### config.mk
export PLATFORM = sky130hd
export DESIGN_NAME = regfile_sb
export DESIGN_NICKNAME = d
export VERILOG_FILES = /design/src/rtl/regfile_pkg.sv /design/src/rtl/regfile_scoreboard.sv /design/src/rtl/regfile_sb.sv
export SDC_FILE = /design/constraint.sdc
export NUM_CORES = 1
export LEC_CHECK = 0
export ABC_AREA = 1
export CAP_MARGIN = 20
export CELL_PAD_IN_SITES_DETAIL_PLACEMENT = 1
export CELL_PAD_IN_SITES_GLOBAL_PLACEMENT = 1
export CORE_MARGIN = 4
export CORE_UTILIZATION = 43
export CTS_BUF_LIST = sky130_fd_sc_hd__clkbuf_16
export DETAILED_ROUTE_END_ITERATION = 6
export HOLD_SLACK_MARGIN = 0.02
export PLACE_DENSITY_LB_ADDON = 0.1
export SKIP_LAST_GASP = 1
export SLEW_MARGIN = 10
export SYNTH_ARGS = -nofsm -noshare
export SYNTH_HDL_FRONTEND = slang
export SYNTH_SLANG_ARGS = --single-unit
### constraint.sdc
create_clock -name i_clk -period 3.4 [get_ports i_clk]
set_input_delay 0.34 -clock i_clk [delete_from_list [all_inputs] [get_ports i_clk]]
set_output_delay 0.34 -clock i_clk [all_outputs]
set_load 0.01 [all_outputs]
### src/rtl/regfile_pkg.sv
// Shared constants, typedefs and helpers for the register file with busy scoreboard.
package regfile_pkg;

  localparam int unsigned DEF_DATA_W   = 16;
  localparam int unsigned DEF_NUM_REGS = 8;
  localparam int unsigned DEF_ADDR_W   = $clog2(DEF_NUM_REGS);

  typedef logic [DEF_ADDR_W-1:0] reg_addr_t;
  typedef logic [DEF_DATA_W-1:0] reg_data_t;

  // NUM_REGS need not be a power of two, so the top of the address space can be unused.
  function automatic logic addr_valid(input logic [31:0] addr, input int unsigned num_regs);
    return addr < num_regs;
  endfunction

endpackage

### src/rtl/regfile_scoreboard.sv
// Per-register busy scoreboard: issue marks a destination busy, write-back clears it.
module regfile_scoreboard
  import regfile_pkg::*;
#(
  parameter int unsigned NUM_REGS = DEF_NUM_REGS,
  parameter int unsigned ADDR_W   = $clog2(NUM_REGS),
  parameter bit          ZERO_REG = 1'b0
) (
  input  logic                i_clk,
  input  logic                i_rst,
  input  logic                i_wr_en,
  input  logic [ADDR_W-1:0]   i_wr_addr,
  input  logic                i_issue_en,
  input  logic [ADDR_W-1:0]   i_issue_addr,
  output logic                o_issue_ok,
  output logic [NUM_REGS-1:0] o_busy_vec,
  output logic [ADDR_W:0]     o_busy_cnt
);

  localparam logic [ADDR_W:0] CntOne = (ADDR_W + 1)'(1);

  logic [NUM_REGS-1:0] r_busy_vec;
  logic [ADDR_W:0]     r_busy_cnt;

  logic                w_wr_hit;
  logic                w_iss_valid;
  logic                w_iss_zero;
  logic                w_busy_at_iss;
  logic                w_busy_at_wr;
  logic                w_set;
  logic                w_set_new;
  logic                w_clr_hit;
  logic [NUM_REGS-1:0] w_busy_nxt;
  logic [ADDR_W:0]     w_cnt_nxt;

  always_comb begin
    w_busy_at_iss = 1'b0;
    w_busy_at_wr  = 1'b0;
    for (int i = 0; i < NUM_REGS; i++) begin
      if (i_issue_addr == ADDR_W'(i)) w_busy_at_iss = r_busy_vec[i];
      if (i_wr_addr == ADDR_W'(i))    w_busy_at_wr  = r_busy_vec[i];
    end
  end

  assign w_iss_zero  = ZERO_REG && (i_issue_addr == '0);
  assign w_iss_valid = addr_valid(32'(i_issue_addr), NUM_REGS);
  assign w_wr_hit    = i_wr_en && addr_valid(32'(i_wr_addr), NUM_REGS) &&
                       !(ZERO_REG && (i_wr_addr == '0));

  // A same-cycle write-back to the target frees it in time for the new issue.
  assign o_issue_ok = i_issue_en && w_iss_valid &&
                      (!w_busy_at_iss || (i_wr_en && (i_wr_addr == i_issue_addr)));
  assign w_set      = o_issue_ok && !w_iss_zero;

  // Count deltas: a clear that is overridden by an issue to the same register is no change.
  assign w_set_new = w_set && !w_busy_at_iss;
  assign w_clr_hit = w_wr_hit && w_busy_at_wr && !(w_set && (i_wr_addr == i_issue_addr));

  always_comb begin
    w_busy_nxt = r_busy_vec;
    for (int i = 0; i < NUM_REGS; i++) begin
      if (w_wr_hit && (i_wr_addr == ADDR_W'(i)))    w_busy_nxt[i] = 1'b0;
      if (w_set    && (i_issue_addr == ADDR_W'(i))) w_busy_nxt[i] = 1'b1;
    end
    w_cnt_nxt = r_busy_cnt;
    case ({w_set_new, w_clr_hit})
      2'b10:   w_cnt_nxt = r_busy_cnt + CntOne;
      2'b01:   w_cnt_nxt = r_busy_cnt - CntOne;
      default: w_cnt_nxt = r_busy_cnt;
    endcase
  end

  always_ff @(posedge i_clk) begin
    if (!i_rst) begin
      r_busy_vec <= '0;
      r_busy_cnt <= '0;
    end else begin
      r_busy_vec <= w_busy_nxt;
      r_busy_cnt <= w_cnt_nxt;
    end
  end

  assign o_busy_vec = r_busy_vec;
  assign o_busy_cnt = r_busy_cnt;

endmodule

### src/rtl/regfile_sb.sv
// Register file with N combinational read ports, one write port, optional write-to-read
// bypass, optional hardwired-zero r0 and a busy scoreboard for issue/write-back tracking.
module regfile_sb
  import regfile_pkg::*;
#(
  parameter int unsigned DATA_W   = DEF_DATA_W,
  parameter int unsigned NUM_REGS = DEF_NUM_REGS,
  parameter int unsigned ADDR_W   = $clog2(NUM_REGS),
  parameter int unsigned NUM_RD   = 2,
  parameter bit          ZERO_REG = 1'b0,
  parameter bit          BYPASS   = 1'b1
) (
  input  logic                       i_clk,
  input  logic                       i_rst,
  input  logic                       i_wr_en,
  input  logic [ADDR_W-1:0]          i_wr_addr,
  input  logic [DATA_W-1:0]          i_wr_data,
  input  logic [NUM_RD*ADDR_W-1:0]   i_rd_addr,
  output logic [NUM_RD*DATA_W-1:0]   o_rd_data,
  output logic [NUM_RD-1:0]          o_rd_busy,
  input  logic                       i_issue_en,
  input  logic [ADDR_W-1:0]          i_issue_addr,
  output logic                       o_issue_ok,
  output logic [NUM_REGS-1:0]        o_busy_vec,
  output logic [ADDR_W:0]            o_busy_cnt
);

  logic [DATA_W-1:0] r_mem [NUM_REGS];

  logic                      w_wr_hit;
  logic [NUM_REGS-1:0]       w_busy_vec;
  logic [NUM_RD*DATA_W-1:0]  w_rd_data;
  logic [NUM_RD-1:0]         w_rd_busy;
  logic [ADDR_W-1:0]         w_ra;

  assign w_wr_hit = i_wr_en && addr_valid(32'(i_wr_addr), NUM_REGS) &&
                    !(ZERO_REG && (i_wr_addr == '0));

  always_ff @(posedge i_clk) begin
    if (!i_rst) begin
      for (int i = 0; i < NUM_REGS; i++) r_mem[i] <= '0;
    end else begin
      for (int i = 0; i < NUM_REGS; i++) begin
        if (w_wr_hit && (i_wr_addr == ADDR_W'(i))) r_mem[i] <= i_wr_data;
      end
    end
  end

  // Out-of-range addresses match no entry and so read as zero / not busy.
  always_comb begin
    w_rd_data = '0;
    w_rd_busy = '0;
    w_ra      = '0;
    for (int k = 0; k < NUM_RD; k++) begin
      w_ra = i_rd_addr[k*ADDR_W +: ADDR_W];
      for (int i = 0; i < NUM_REGS; i++) begin
        if (w_ra == ADDR_W'(i)) begin
          w_rd_data[k*DATA_W +: DATA_W] = r_mem[i];
          w_rd_busy[k]                  = w_busy_vec[i];
        end
      end
      if (ZERO_REG && (w_ra == '0)) begin
        w_rd_data[k*DATA_W +: DATA_W] = '0;
        w_rd_busy[k]                  = 1'b0;
      end
      if (BYPASS && w_wr_hit && (i_wr_addr == w_ra)) begin
        w_rd_data[k*DATA_W +: DATA_W] = i_wr_data;
        w_rd_busy[k]                  = 1'b0;
      end
    end
  end

  assign o_rd_data  = w_rd_data;
  assign o_rd_busy  = w_rd_busy;
  assign o_busy_vec = w_busy_vec;

  regfile_scoreboard #(
    .NUM_REGS (NUM_REGS),
    .ADDR_W   (ADDR_W),
    .ZERO_REG (ZERO_REG)
  ) u_scoreboard (
    .i_clk        (i_clk),
    .i_rst        (i_rst),
    .i_wr_en      (i_wr_en),
    .i_wr_addr    (i_wr_addr),
    .i_issue_en   (i_issue_en),
    .i_issue_addr (i_issue_addr),
    .o_issue_ok   (o_issue_ok),
    .o_busy_vec   (w_busy_vec),
    .o_busy_cnt   (o_busy_cnt)
  );

endmodule
==> run_results.csv <==
group,metric,value,unit
run_status,outcome,"completed",
worst_setup_path,endpoint_kind,"primary output",
hold_path,hold_depth,2,
cts,post_cts_buffers,0,
global_routing,grt_pass1_vias,7943,
timing,fmax,313,MHz
finish,layout_common_cells,"nand2_1, nor2_1, edfxtp_1",
global_routing,antenna_found_initial,0,
die,initial_core_util,0.438,
die,row_count,49,
placement,gp_congestion,0.886,
power,seqPwrFrac,0.428,
worst_setup_path,arrival,2.86,ns
detailed_routing,via_per_inst,5.72,
timing,slew_viol_final,0,
timing,holdWs,0.468,ns
worst_setup_path,worst-path-max-fanout,13,
worst_setup_path,timing.rr.start,"u_scoreboard.o_busy_vec[4]$_SDFFE_PN0P_",
global_routing,overflow,0,
cts,cts_sinks,140,
power,p_per_area,498,nW/um^2
power,p_sw,1.30,mW
detailed_routing,drtPass1Iterations,7,
cts,cts-buffers-inserted,17,
finish,final_common_cell,"nand2_1",
cts,htree_levels,4,
cts,clock_latency,0.43,ns
die,die_height,143,um
placement,hpwl,19400,um
timing,skew,0.00323,ns
worst_setup_path,cp.required,3.06,ns
die,core,18000,um^2
hold_path,min_from,"u_scoreboard.o_busy_cnt[3]$_SDFFE_PN0P_",
die,ios,79,
power,p_int,3.55,mW
power,power,4.85,mW
synth,async_flop_share,0,
timing,rsz0062_at_grt,"false",
power,p_sw_frac,0.267,
hold_path,hold_path_end,"u_scoreboard.o_busy_cnt[3]$_SDFFE_PN0P_",
finish,syn_to_final_growth,23.9,%
synth,ys_types,30,
detailed_routing,post-route-drc-count,0,
global_routing,grt_max_degree,33,
synth,synth_cells,962,
finish,diodes,0,
worst_setup_path,reg2reg_setup_slack,0.96,ns
worst_setup_path,startpoint_type,"input pin",
power,vdd_drop_max,0.000361,V
detailed_routing,vias,7465,
power,leakage,3.86,nW
timing,worst_pin_slew,0.794,ns
detailed_routing,ant_nets,0,
synth,synthFlopType,"edfxtp_1",
synth,syn_nets,998,
detailed_routing,wl,29500,um
cts,cts_tree,"built",
finish,num-nets-final,1099,
power,power_frac_comb,0.166,
finish,drive_gt1_frac,0.0994,
power,clkPwrFrac,0.406,
cts,cts_max_path_buffers,2,
timing,hold_viol,0,
cts,root_buffer,"clkbuf_16",
hold_path,hold_class,"register to register",
finish,finalInstanceArea,9740,um^2
die,die_area,20500,um^2
detailed_routing,detail_route.wl_per_cell,22.6,um
timing,relSlewSlack,0.467,
placement,numPortBuffers,78,
synth,syn_area,7860,um^2
detailed_routing,drtIter0Drc,579,
synth,ys_ff_latch,140,
timing,layout_min_cycle_time,3.20,ns
timing,final.period_utilization,0.941,
timing,finalSetupViolations,0,
global_routing,grt_pass1_wl,44900,um
global_routing,grt_usage,0.296,
cts,cts_resized,0,
timing,fin_setup_tns,0,ns
placement,dpl_cell_area,9120,um^2
synth,ys_warn_count,0,
cts,cts_hold_buffers,0,
synth,avgSynthCellArea,8.17,um^2
synth,yosysSeqAreaShare,0.519,
worst_setup_path,reg2reg_to,"u_scoreboard.o_busy_cnt[3]$_SDFFE_PN0P_",
die,dieWidth,143,um
synth,synth_edf_count,128,
run,maxCapViolCount,0,
worst_setup_path,rr_worst_depth,18,
cts,clkTransAtPathRegs,0.06,ns
worst_setup_path,path_class,"input pin to primary output",
area by class of cell:
type / instances / area (um^2)
tap: 229 / 287
clock inverter: 15 / 193
inverter: 100 / 375
sequential: 140 / 4080
multi-input combinational: 674 / 3130
fill: 2189 / 8220
timing repair buffer: 130 / 1250
clock buffer: 17 / 425
kinds of logic (layout without fill, tap and decap cells):
family                   Yosys count  in the layout  synth area share
flip-flops                       140            140             0.519
AO/OA/AOI/OAI                    146            146             0.103
AND/OR/NAND/NOR                  520            520             0.283
XOR/XNOR                           4              4           0.00445
adder cells (fa/ha/maj)            4              4           0.00732
buffers and inverters            148            262            0.0834
Yosys cell counts (all sizes together), types with 3 or more instances:
| library cell | count | share of area |
|---|---|---|
| nand3 | 42 | 0.030 |
| nand2 | 268 | 0.13 |
| nor3 | 13 | 0.013 |
| dfxtp | 12 | 0.031 |
| a21oi | 102 | 0.065 |
| edfxtp | 128 | 0.49 |
| buf | 35 | 0.029 |
| o22ai | 3 | 0.0024 |
| o211ai | 29 | 0.028 |
| o21ai | 11 | 0.0070 |
| xnor2 | 4 | 0.0045 |
| inv | 93 | 0.044 |
| clkinv | 7 | 0.0033 |
| nor4 | 5 | 0.0040 |
| nand4 | 45 | 0.036 |
| nor2 | 146 | 0.070 |
| clkbuf | 13 | 0.0062 |
| ha | 3 | 0.0048 |
power groups by stage:
stage / Combinational, mW / Sequential, mW / Clock (mW)
2_1_floorplan: 0.400 / 2.09 / 0
6_report: 0.805 / 2.08 / 1.97
3_3_place_gp: 0.790 / 2.10 / 0
4_1_cts: 0.809 / 2.07 / 1.98
3_5_place_dp: 0.801 / 2.11 / 0
5_1_grt: 0.876 / 2.09 / 2.07
metrics by stage:
step            util  worst slack [ns]  std cells
2_1_floorplan      -             0.900        962
5_1_grt        0.542             0.113       1305
4_1_cts        0.542             0.195       1305
3_5_place_dp   0.508             0.204       1273
6_report       0.542             0.202       1305
3_3_place_gp   0.508             0.266       1273
worst max path at each step:
stage | from | to | slack [ns] | cells after the start
floorplan | i_issue_addr[2] | u_scoreboard.o_busy_cnt[3]$_SDFFE_PN0P_ | 0.90 | 20
finish | i_rd_addr[5] | o_rd_data[26] | 0.20 | 10
global route | i_rd_addr[5] | o_rd_data[26] | 0.11 | 10
detailed placement | i_rd_addr[5] | o_rd_data[26] | 0.20 | 10
CTS | i_rd_addr[5] | o_rd_data[26] | 0.19 | 10
global placement | i_wr_addr[2] | u_scoreboard.o_busy_cnt[3]$_SDFFE_PN0P_ | 0.27 | 17
worst max-delay path: stages:
cell and delay, ns:
clkdlybuf4s50_1 0.46, buf_4 0.18, nand3_1 0.08, clkinv_1 0.63
buf_4 0.41, nand2_1 0.06, nand4_1 0.10, nand2_1 0.08
nand2_1 0.04, clkdlybuf4s50_1 0.47
registers in the layout, summed over array words and instances, names as in the netlist:
name,count
u_scoreboard.o_busy_vec,8
r_mem,128
u_scoreboard.o_busy_cnt,4
layer usage:
| metal | global-route usage | part of all wire |
|---|---|---|
| met1 | 0.362 | 0.40 |
| met2 | 0.516 | 0.50 |
| met3 | 0.0563 | 0.060 |
| met4 | 0.121 | 0.031 |
| met5 | 0 | 0 |
No activity file was read; power rests on OpenSTA's default activity.
